$ cat src/rtl/id_ex_pipe_rg.sv
// ID/EX stage register with a valid/ready handshake and a 2-entry skid buffer.
// The main register always drives the EX-side payload. The skid register
// catches the one extra beat that can arrive while EX stalls, so in_ready
// never depends combinationally on out_ready. A synchronous flush squashes
// every held beat and parks a NOP bubble on the outputs.

module id_ex_pipe_rg #(
    parameter int XLEN      = 32,
    parameter int REG_IDX_W = 5,
    parameter int INSTR_W   = 32,
    parameter int TYPE_W    = 4,
    parameter logic [INSTR_W-1:0] NOP_INSTR = 32'h0000_0013
) (
    input  logic                 clk,
    input  logic                 rst_n,
    input  logic                 flush,
    input  logic                 in_valid,
    output logic                 in_ready,
    input  logic [XLEN-1:0]      rs1_val,
    input  logic [XLEN-1:0]      rs2_val,
    input  logic [REG_IDX_W-1:0] rd_idx,
    input  logic [INSTR_W-1:0]   instr,
    input  logic [TYPE_W-1:0]    instr_type,
    output logic                 out_valid,
    input  logic                 out_ready,
    output logic [XLEN-1:0]      rs1_val_out,
    output logic [XLEN-1:0]      rs2_val_out,
    output logic [REG_IDX_W-1:0] rd_idx_out,
    output logic [INSTR_W-1:0]   instr_out,
    output logic [TYPE_W-1:0]    instr_type_out,
    output logic [1:0]           occupancy
);

    // Packed payload layout: {rs1, rs2, rd, instr, type}
    localparam int PAY_W = 2*XLEN + REG_IDX_W + INSTR_W + TYPE_W;

    // Bubble pattern: all fields zero except the instruction word
    localparam logic [PAY_W-1:0] NOP_PAYLOAD =
        {{(2*XLEN + REG_IDX_W){1'b0}}, NOP_INSTR, {TYPE_W{1'b0}}};

    // Occupancy state doubles as the occupancy output encoding
    typedef enum logic [1:0] {
        ST_EMPTY = 2'd0,
        ST_ONE   = 2'd1,
        ST_TWO   = 2'd2
    } occ_state_e;

    // Source selection for the main register
    typedef enum logic [1:0] {
        MAIN_HOLD = 2'd0,
        MAIN_IN   = 2'd1,
        MAIN_SKID = 2'd2,
        MAIN_NOP  = 2'd3
    } main_sel_e;

    // Source selection for the skid register
    typedef enum logic [1:0] {
        SKID_HOLD = 2'd0,
        SKID_IN   = 2'd1,
        SKID_NOP  = 2'd2
    } skid_sel_e;

    occ_state_e       state_r;
    occ_state_e       state_next_s;
    main_sel_e        main_sel_s;
    skid_sel_e        skid_sel_s;
    logic             in_ready_s;
    logic             accept_s;
    logic             fire_s;
    logic             out_valid_r;
    logic [PAY_W-1:0] in_payload_s;
    logic [PAY_W-1:0] main_r;
    logic [PAY_W-1:0] skid_r;

    assign in_payload_s = {rs1_val, rs2_val, rd_idx, instr, instr_type};

    // Ready depends only on registered occupancy and flush, never on out_ready
    assign in_ready_s = (state_r != ST_TWO) & ~flush;
    assign accept_s   = in_valid & in_ready_s;
    assign fire_s     = out_valid_r & out_ready;

    // Occupancy state register
    always_ff @(posedge clk or negedge rst_n) begin
        if (!rst_n) begin
            state_r <= ST_EMPTY;
        end else begin
            state_r <= state_next_s;
        end
    end

    // Next-state and payload steering; flush overrides every other transition
    always_comb begin
        state_next_s = state_r;
        main_sel_s   = MAIN_HOLD;
        skid_sel_s   = SKID_HOLD;
        if (flush) begin
            state_next_s = ST_EMPTY;
            main_sel_s   = MAIN_NOP;
            skid_sel_s   = SKID_NOP;
        end else begin
            case (state_r)
                ST_EMPTY: begin
                    if (accept_s) begin
                        state_next_s = ST_ONE;
                        main_sel_s   = MAIN_IN;
                    end else begin
                        state_next_s = ST_EMPTY;
                    end
                end
                ST_ONE: begin
                    if (accept_s && fire_s) begin
                        state_next_s = ST_ONE;
                        main_sel_s   = MAIN_IN;
                    end else if (fire_s) begin
                        state_next_s = ST_EMPTY;
                    end else if (accept_s) begin
                        state_next_s = ST_TWO;
                        skid_sel_s   = SKID_IN;
                    end else begin
                        state_next_s = ST_ONE;
                    end
                end
                ST_TWO: begin
                    if (fire_s) begin
                        state_next_s = ST_ONE;
                        main_sel_s   = MAIN_SKID;
                    end else begin
                        state_next_s = ST_TWO;
                    end
                end
                default: begin
                    // Unreachable encoding: recover to a clean empty stage
                    state_next_s = ST_EMPTY;
                    main_sel_s   = MAIN_NOP;
                    skid_sel_s   = SKID_NOP;
                end
            endcase
        end
    end

    // Registered valid, tracking whether the next state holds any beat
    always_ff @(posedge clk or negedge rst_n) begin
        if (!rst_n) begin
            out_valid_r <= 1'b0;
        end else begin
            out_valid_r <= (state_next_s != ST_EMPTY);
        end
    end

    // Main payload register, the beat currently presented to EX
    always_ff @(posedge clk or negedge rst_n) begin
        if (!rst_n) begin
            main_r <= NOP_PAYLOAD;
        end else begin
            case (main_sel_s)
                MAIN_HOLD: main_r <= main_r;
                MAIN_IN:   main_r <= in_payload_s;
                MAIN_SKID: main_r <= skid_r;
                MAIN_NOP:  main_r <= NOP_PAYLOAD;
                default:   main_r <= NOP_PAYLOAD;
            endcase
        end
    end

    // Skid payload register, the second beat waiting behind main
    always_ff @(posedge clk or negedge rst_n) begin
        if (!rst_n) begin
            skid_r <= NOP_PAYLOAD;
        end else begin
            case (skid_sel_s)
                SKID_HOLD: skid_r <= skid_r;
                SKID_IN:   skid_r <= in_payload_s;
                SKID_NOP:  skid_r <= NOP_PAYLOAD;
                default:   skid_r <= NOP_PAYLOAD;
            endcase
        end
    end

    assign in_ready  = in_ready_s;
    assign out_valid = out_valid_r;
    assign occupancy = state_r;
    assign {rs1_val_out, rs2_val_out, rd_idx_out, instr_out, instr_type_out} = main_r;

endmodule
$ cat config.mk
export PLATFORM = sky130hd
export DESIGN_NAME = id_ex_pipe_rg
export DESIGN_NICKNAME = d
export VERILOG_FILES = /design/src/rtl/id_ex_pipe_rg.sv
export SDC_FILE = /design/constraint.sdc
export NUM_CORES = 1
export LEC_CHECK = 0
export BUFFER_PORTS_ARGS = -buffer_cell sky130_fd_sc_hd__buf_2
export CAP_MARGIN = 5
export CELL_PAD_IN_SITES_DETAIL_PLACEMENT = 2
export CELL_PAD_IN_SITES_GLOBAL_PLACEMENT = 2
export CORE_ASPECT_RATIO = 0.5
export CORE_UTILIZATION = 37
export CTS_CLUSTER_SIZE = 30
export DETAILED_ROUTE_END_ITERATION = 10
export GPL_TIMING_DRIVEN = 1
export HOLD_SLACK_MARGIN = 0.06
export PLACE_DENSITY = 0.92
export SLEW_MARGIN = 20
export SYNTH_ARGS = -nofsm -noshare
export SYNTH_HDL_FRONTEND = slang
export SYNTH_SLANG_ARGS = --single-unit
$ cat constraint.sdc
create_clock -name clk -period 7.1 [get_ports clk]
set_input_delay 2.13 -clock clk [delete_from_list [all_inputs] [get_ports clk]]
set_output_delay 2.13 -clock clk [all_outputs]
set_load 0.02 [all_outputs]
==> results of run 1 <==
## stage by stage
stage | total power [W] | cell area (sq um) | cells | util [%]
after floorplan | 0.00178 | 8760 | 731 | -
after global routing | 0.00331 | 10800 | 1244 | 46.7
after detailed placement | 0.00203 | 10000 | 1199 | 43.5
after global placement | 0.00199 | 9990 | 1198 | 43.4
after CTS | 0.00322 | 10700 | 1233 | 46.5
final | 0.00320 | 10800 | 1244 | 46.7
## state kept, by name, summed over array words and instances (netlist names)
signal     flops
main_r       105
occupancy      2
out_valid      1
skid_r       105
## cells by family (layout without fill, tap and decap cells)
| family | count (synthesis) | count (layout) | synth area share [%] |
|---|---|---|---|
| buffers and inverters | 69 | 265 | 4.23 |
| DFF | 213 | 213 | 60.9 |
| adders and majority gates | 2 | 2 | 0.286 |
| and+or+nand+nor | 125 | 125 | 6.11 |
| AOI/OAI and AO/OA | 322 | 322 | 28.4 |
| other | 0 | 10 | 0 |
## cell usage after synthesis (2+ instances only)
| cell type | count |
|---|---|
| nor2b_1 | 8 |
| nand2b_1 | 2 |
| nand2_1 | 103 |
| a2bb2oi_1 | 92 |
| dfstp_2 | 6 |
| clkbuf_1 | 38 |
| a21boi_0 | 3 |
| a2bb2oi_2 | 10 |
| buf_2 | 4 |
| ha_1 | 2 |
| buf_6 | 12 |
| dfrtp_1 | 207 |
| buf_4 | 2 |
| o21ai_1 | 10 |
| nor2_1 | 2 |
| buf_1 | 5 |
| o22a_1 | 3 |
| clkbuf_2 | 7 |
| o21ai_0 | 96 |
| a22o_1 | 102 |
| nand3_1 | 3 |
## layout by cell type (no fill, tap or decap), drive strengths merged, types with 2 or more instances in the layout
| cell | instances |
|---|---|
| a21boi | 3 |
| a22o | 102 |
| a2bb2oi | 102 |
| buf | 229 |
| bufinv | 3 |
| clkbuf | 30 |
| clkinv | 2 |
| dfrtp | 207 |
| dfstp | 6 |
| diode | 10 |
| ha | 2 |
| nand2 | 104 |
| nand2b | 2 |
| nand3 | 4 |
| nor2 | 2 |
| nor2b | 8 |
| o21ai | 106 |
| o22a | 3 |
## worst max-delay path by stage
stage,depth (start not counted),start,end,slack (ps)
final,3,flush,in_ready,2270
after global placement,9,flush,main_r[46],2210
after floorplan,2,flush,in_ready,2400
after global routing,3,flush,in_ready,2220
after detailed placement,9,flush,main_r[83],2010
after CTS,3,flush,in_ready,2290
## power by group
part           switching, W  total [W]  internal, W  leakage (nW)
clock              0.000479    0.00117     0.000692         0.343
sequential        0.0000790    0.00141      0.00133          2.77
combinational      0.000383   0.000621     0.000238          2.17
## final cells by class
class | instances | area, sq um | area share [%]
diodes | 10 | 25.0 | 0.232
clock buffers | 29 | 596 | 5.53
clock inverters | 5 | 100 | 0.930
inverters | 1 | 3.75 | 0.0349
multi-input cells | 449 | 3080 | 28.6
flip-flops and latches | 213 | 5340 | 49.6
well taps | 307 | 384 | 3.57
repair buffers | 230 | 1240 | 11.5
## critical path, stage by stage
cell	delay, ps
buf_2	270
nor2_1	110
buf_2	190
## metal layers
metal / vias to the layer above / share of wire, %
li1: 3081 / -
met1: 3853 / 41
met2: 161 / 52
met3: 73 / 2.6
met4: 0 / 4.1
met5: - / 0
==> flow_summary.yaml, run 1 <==
synth:
  synth-edff-count: 0
  synth-seq-cells: 213
  ys_async_sr_fraction_pct: 100
  synth_cell_types: 35
  synth.avg_cell_area_sq_um: 12.0
  yosysTopAreaCell: "dfrtp_1"
  syn-num-nets: 843
  synthCells: 731
  synth_area_sq_um: 8760
  ys_seq_area_share_pct: 60.9
  synth_top_flop_cell: "dfrtp_1"
  ys_warn_count: 0
  synth_area_leaders: "dfrtp_1 (59%), a22o_1 (10%), a2bb2oi_1 (9.2%)"
  netlist.area_leader.share_pct: 59.1
cts:
  clock_tree.root_cell: "clkbuf_16"
  cts_setup_buffers: 0
  cts_tree: "built"
  numCtsBuffers: 21
  clk_path_buf_depth: 3
  cts_htree_levels: 1
  clk_pin_slew_ps: 60
  clk_latency_ps: 510
  cts_resized: 0
  postCtsHoldBufs: 0
  clock_sinks: 213
sta:
  rsz0062_at_grt: "no"
  layout_setup_ws_ps: 2270
  max_slew_margin_pct: 25.8
  finalSetupViolCount: 0
  period_share_pct: 68.0
  final.setup.tns_ps: 0
  max_clock_freq_mhz: 207
  report.final.slew_viol_count: 0
  worst_pin_slew_ps: 1110
  clock-skew-final_ps: 23.8
  hold_ws_ps: 499
  hold_viol: 0
  min_period_ps: 4830
drt:
  viasPerCell: 5.76
  drc: 10
  first_pass_iters: 7
  drt_iter0_drc: 451
  drt_wl_total_microns: 31500
  vias: 7168
  routedWlPerCell_microns: 25.3
  postRouteAntennaNets: 0
floorplanning:
  die_h_microns: 111
  die_area_sq_um: 24300
  core-area_sq_um: 23000
  start_util_pct: 38.0
  pin_count: 219
  die_w_microns: 220
  num_rows: 39
global_route:
  grt_pass1_wl_microns: 49300
  grt_antenna_before_repair: 9
  grt-busiest-layer: "met2"
  grt_max_degree: 113
  gr-usage-all-layers_pct: 25.9
  use_met1_pct: 32.0
  met2_usage_pct: 45.2
  use_met3_pct: 3.48
  overflow: 0
  grt_pass1_vias: 8295
setup_path:
  r2r-end: "skid_r[77]"
  critPathMaxFanout: 10
  end_kind: "output pin"
  required_ps: 4970
  rr_startpoint: "occupancy[0]"
  critPathLaunchType: "input port"
  ff2ff_setup_slack_ps: 3530
  crit_type: "input port to output pin"
  crit_arrival_ps: 2700
  r2r_cells: 8
placement:
  port_buffers: 218
  gp_congestion: 0.791
  hpwl_microns: 18400
  dpl_worst_slack_ps: 2010
min_path:
  min_from: "skid_r[65]"
  whs_path_depth: 1
  min_to: "skid_r[65]"
  hold_class: "flip-flop to flip-flop"
layout:
  fillers: 2386
  layout.nets: 1028
  syn2layout_area_growth_pct: 22.9
  drive_gt1_share_pct: 30.6
power_and_ir_drop:
  p_per_area_nw_per_um2: 297
  ir_drop_mv: 0.103
  leakagePower_nw: 5.28
status:
  violations: "design-rule violations"
  status: "finished, violations left"
job:
  maxCapViolCount: 0
Note: power is estimated with default switching activity, not from simulation.
==> inputs of run 2 (changes only) <==
--- a/config.mk
+++ b/config.mk
@@ -10,12 +10,12 @@
 export CELL_PAD_IN_SITES_DETAIL_PLACEMENT = 2
 export CELL_PAD_IN_SITES_GLOBAL_PLACEMENT = 2
 export CORE_ASPECT_RATIO = 0.5
-export CORE_UTILIZATION = 37
+export CORE_UTILIZATION = 31
 export CTS_CLUSTER_SIZE = 30
 export DETAILED_ROUTE_END_ITERATION = 10
 export GPL_TIMING_DRIVEN = 1
 export HOLD_SLACK_MARGIN = 0.06
-export PLACE_DENSITY = 0.92
+export PLACE_DENSITY = 0.83
 export SLEW_MARGIN = 20
 export SYNTH_ARGS = -nofsm -noshare
 export SYNTH_HDL_FRONTEND = slang
==> constraint.sdc (replaced) <==
create_clock -name clk -period 3.95 [get_ports clk]
set_input_delay 1.185 -clock clk [delete_from_list [all_inputs] [get_ports clk]]
set_output_delay 1.185 -clock clk [all_outputs]
set_load 0.02 [all_outputs]
==> run 2 against run 1 <==
Against the previous run:
- the flow now finishes without violations
- setup slack worse by 1400 ps
- combinational power up 79%
- final area up 2.1%
- register-to-register slack got worse by 2700 ps
- worst hold slack worse by 3.4 ps
- power rose by 84%
- non-clock buffer count up 5
- die area up 19%
- clock-buffer cell count up 5
- first-iteration DRC count rose by 6.4%
- via count fell by 0.15%
- critical path type is now flip-flop to flip-flop
- largest cell class unchanged
- highest routed layer unchanged
==> flow_summary.yaml, run 2 (synthesis gave the netlist of run 1 again) <==
status:
  status: "finished clean"
power_and_ir_drop:
  p_per_area_nw_per_um2: 535
  leakagePower_nw: 5.35
  total_power_w: 0.00588
  ir_drop_mv: 0.254
setup_path:
  cp_cell_sequence: "nor2b_1 -> nor2_1 -> and2_1 -> ha_1 -> or4b_4 -> o31ai_4 -> buf_12 -> o21ai_0 -> a2bb2oi_1"
  cpPeakStageDelay_ps: 550
  crit_arrival_ps: 3520
  critPathLaunchType: "flip-flop"
  cp_slowest_cell: "dfrtp_1"
  crit_family: "simple AND/OR/NAND/NOR gates"
  end_kind: "flip-flop"
  timing.critical_path.buf_inv: 1
  required_ps: 4370
  critPathMaxFanout: 85
  crit_type: "flip-flop to flip-flop"
global_route:
  overflow: 0
  grt_pass1_vias: 8205
  grt_antenna_before_repair: 4
  grt_pass1_wl_microns: 47500
  grt_max_degree: 86
  gr-usage-all-layers_pct: 20.8
cts:
  clk_latency_ps: 510
  cts_htree_levels: 1
  cts_resized: 0
  clk_path_buf_depth: 3
  clk_pin_slew_ps: 70
  postCtsHoldBufs: 0
  clock_sinks: 213
  cts_tree: "built"
  cts_setup_buffers: 0
  numCtsBuffers: 23
  clock_tree.root_cell: "clkbuf_16"
layout:
  fin_util_pct: 39.7
  design_area_sq_um: 11000
  syn2layout_area_growth_pct: 25.5
  layout.nets: 1035
  final_common_cell: "buf_2"
  seq_area_sq_um: 5340
  final_cell_mix: "buf_2 (217), dfrtp_1 (207), nand2_1 (103)"
  drive_gt1_share_pct: 31.4
  multiInputGateArea_sq_um: 3080
  fillers: 2875
floorplanning:
  pin_count: 219
  die_w_microns: 240
  start_util_pct: 31.6
  num_rows: 43
  die_area_sq_um: 29000
  core-area_sq_um: 27700
  die_h_microns: 121
drt:
  first_pass_iters: 4
  routedWlPerCell_microns: 22.8
  postRouteAntennaNets: 0
  drc: 0
  drt_iter0_drc: 480
  drt_wl_total_microns: 30200
  vias: 7157
  viasPerCell: 5.40
job:
  maxCapViolCount: 0
placement:
  port_buffers: 218
  dpl_cell_area_sq_um: 10200
  gp_congestion: 0.743
  hpwl_microns: 18600
  dpl_worst_slack_ps: 391
sta:
  finalSetupViolCount: 0
  hold_viol: 0
  period_share_pct: 78.4
  max_slew_margin_pct: 34.6
  layout_setup_ws_ps: 854
  rsz0062_at_grt: "no"
  clock-skew-final_ps: 8.94
  max_clock_freq_mhz: 323
  worst_pin_slew_ps: 980
  report.final.slew_viol_count: 0
  final.setup.tns_ps: 0
  min_period_ps: 3100
min_path:
  hold_class: "flip-flop to flip-flop"
run 2: cell types whose count changed in the layout (fill, tap and decap cells not counted), moves of 2 or more:
cell       previous run  this run
diode_2              10         5
clkbuf_16            21        23
buf_16                2         0
buf_12                1         7
run 2: path summary, 6_finish.rpt:
kind | endpoint | startpoint | depth (start not counted) | slack (ps)
min reg2reg | main_r[5] | main_r[5] | 2 | 500
min | main_r[5] | main_r[5] | 2 | 500
max | main_r[75] | occupancy[1] | 9 | 850
min in group asynchronous | skid_r[40] | rst_n | 1 | 640
max reg2reg | main_r[75] | occupancy[1] | 9 | 850
max in group asynchronous | main_r[2] | rst_n | 2 | 2390
run 2: final cells by class:
type / instances / area share, %
Multi-Input combinational cell: 449 / 28.0
Sequential cell: 213 / 48.6
Timing Repair Buffer: 235 / 12.0
Antenna cell: 5 / 0.114
Clock inverter: 7 / 0.831
Clock buffer: 34 / 6.16
Tap cell: 382 / 4.35
Inverter: 1 / 0.0341
run 2: power by group:
part | switching [W] | internal [W]
combinational | 0.000680 | 0.000432
sequential | 0.000130 | 0.00238
clock | 0.000933 | 0.00132
total | 0.00174 | 0.00414
run 2: per-layer routing:
layer	track usage (%)	up-vias	part of all wire [%]	routed length [microns]
met5	0	-	0	0
met4	8.21	0	3.9	1170
met3	3.00	61	2.6	788
met2	36.3	144	51	15500
met1	26.0	3854	42	12700
li1	-	3098	-	-
run 2: per-stage QoR:
step / hold slack, ps / cells
2_1_floorplan: 461 / 731
5_1_grt: 514 / 1325
6_report: 495 / 1326
3_3_place_gp: 477 / 1280
4_1_cts: 498 / 1321
3_5_place_dp: 476 / 1280
run 2: worst register-to-register path, cell delays in order, from the launching register on:
cell and delay, ps:
dfrtp_1 550, nor2b_1 400, nor2_1 100, and2_1 210, ha_1 210, or4b_4 540
o31ai_4 110, buf_12 380, o21ai_0 250, a2bb2oi_1 240
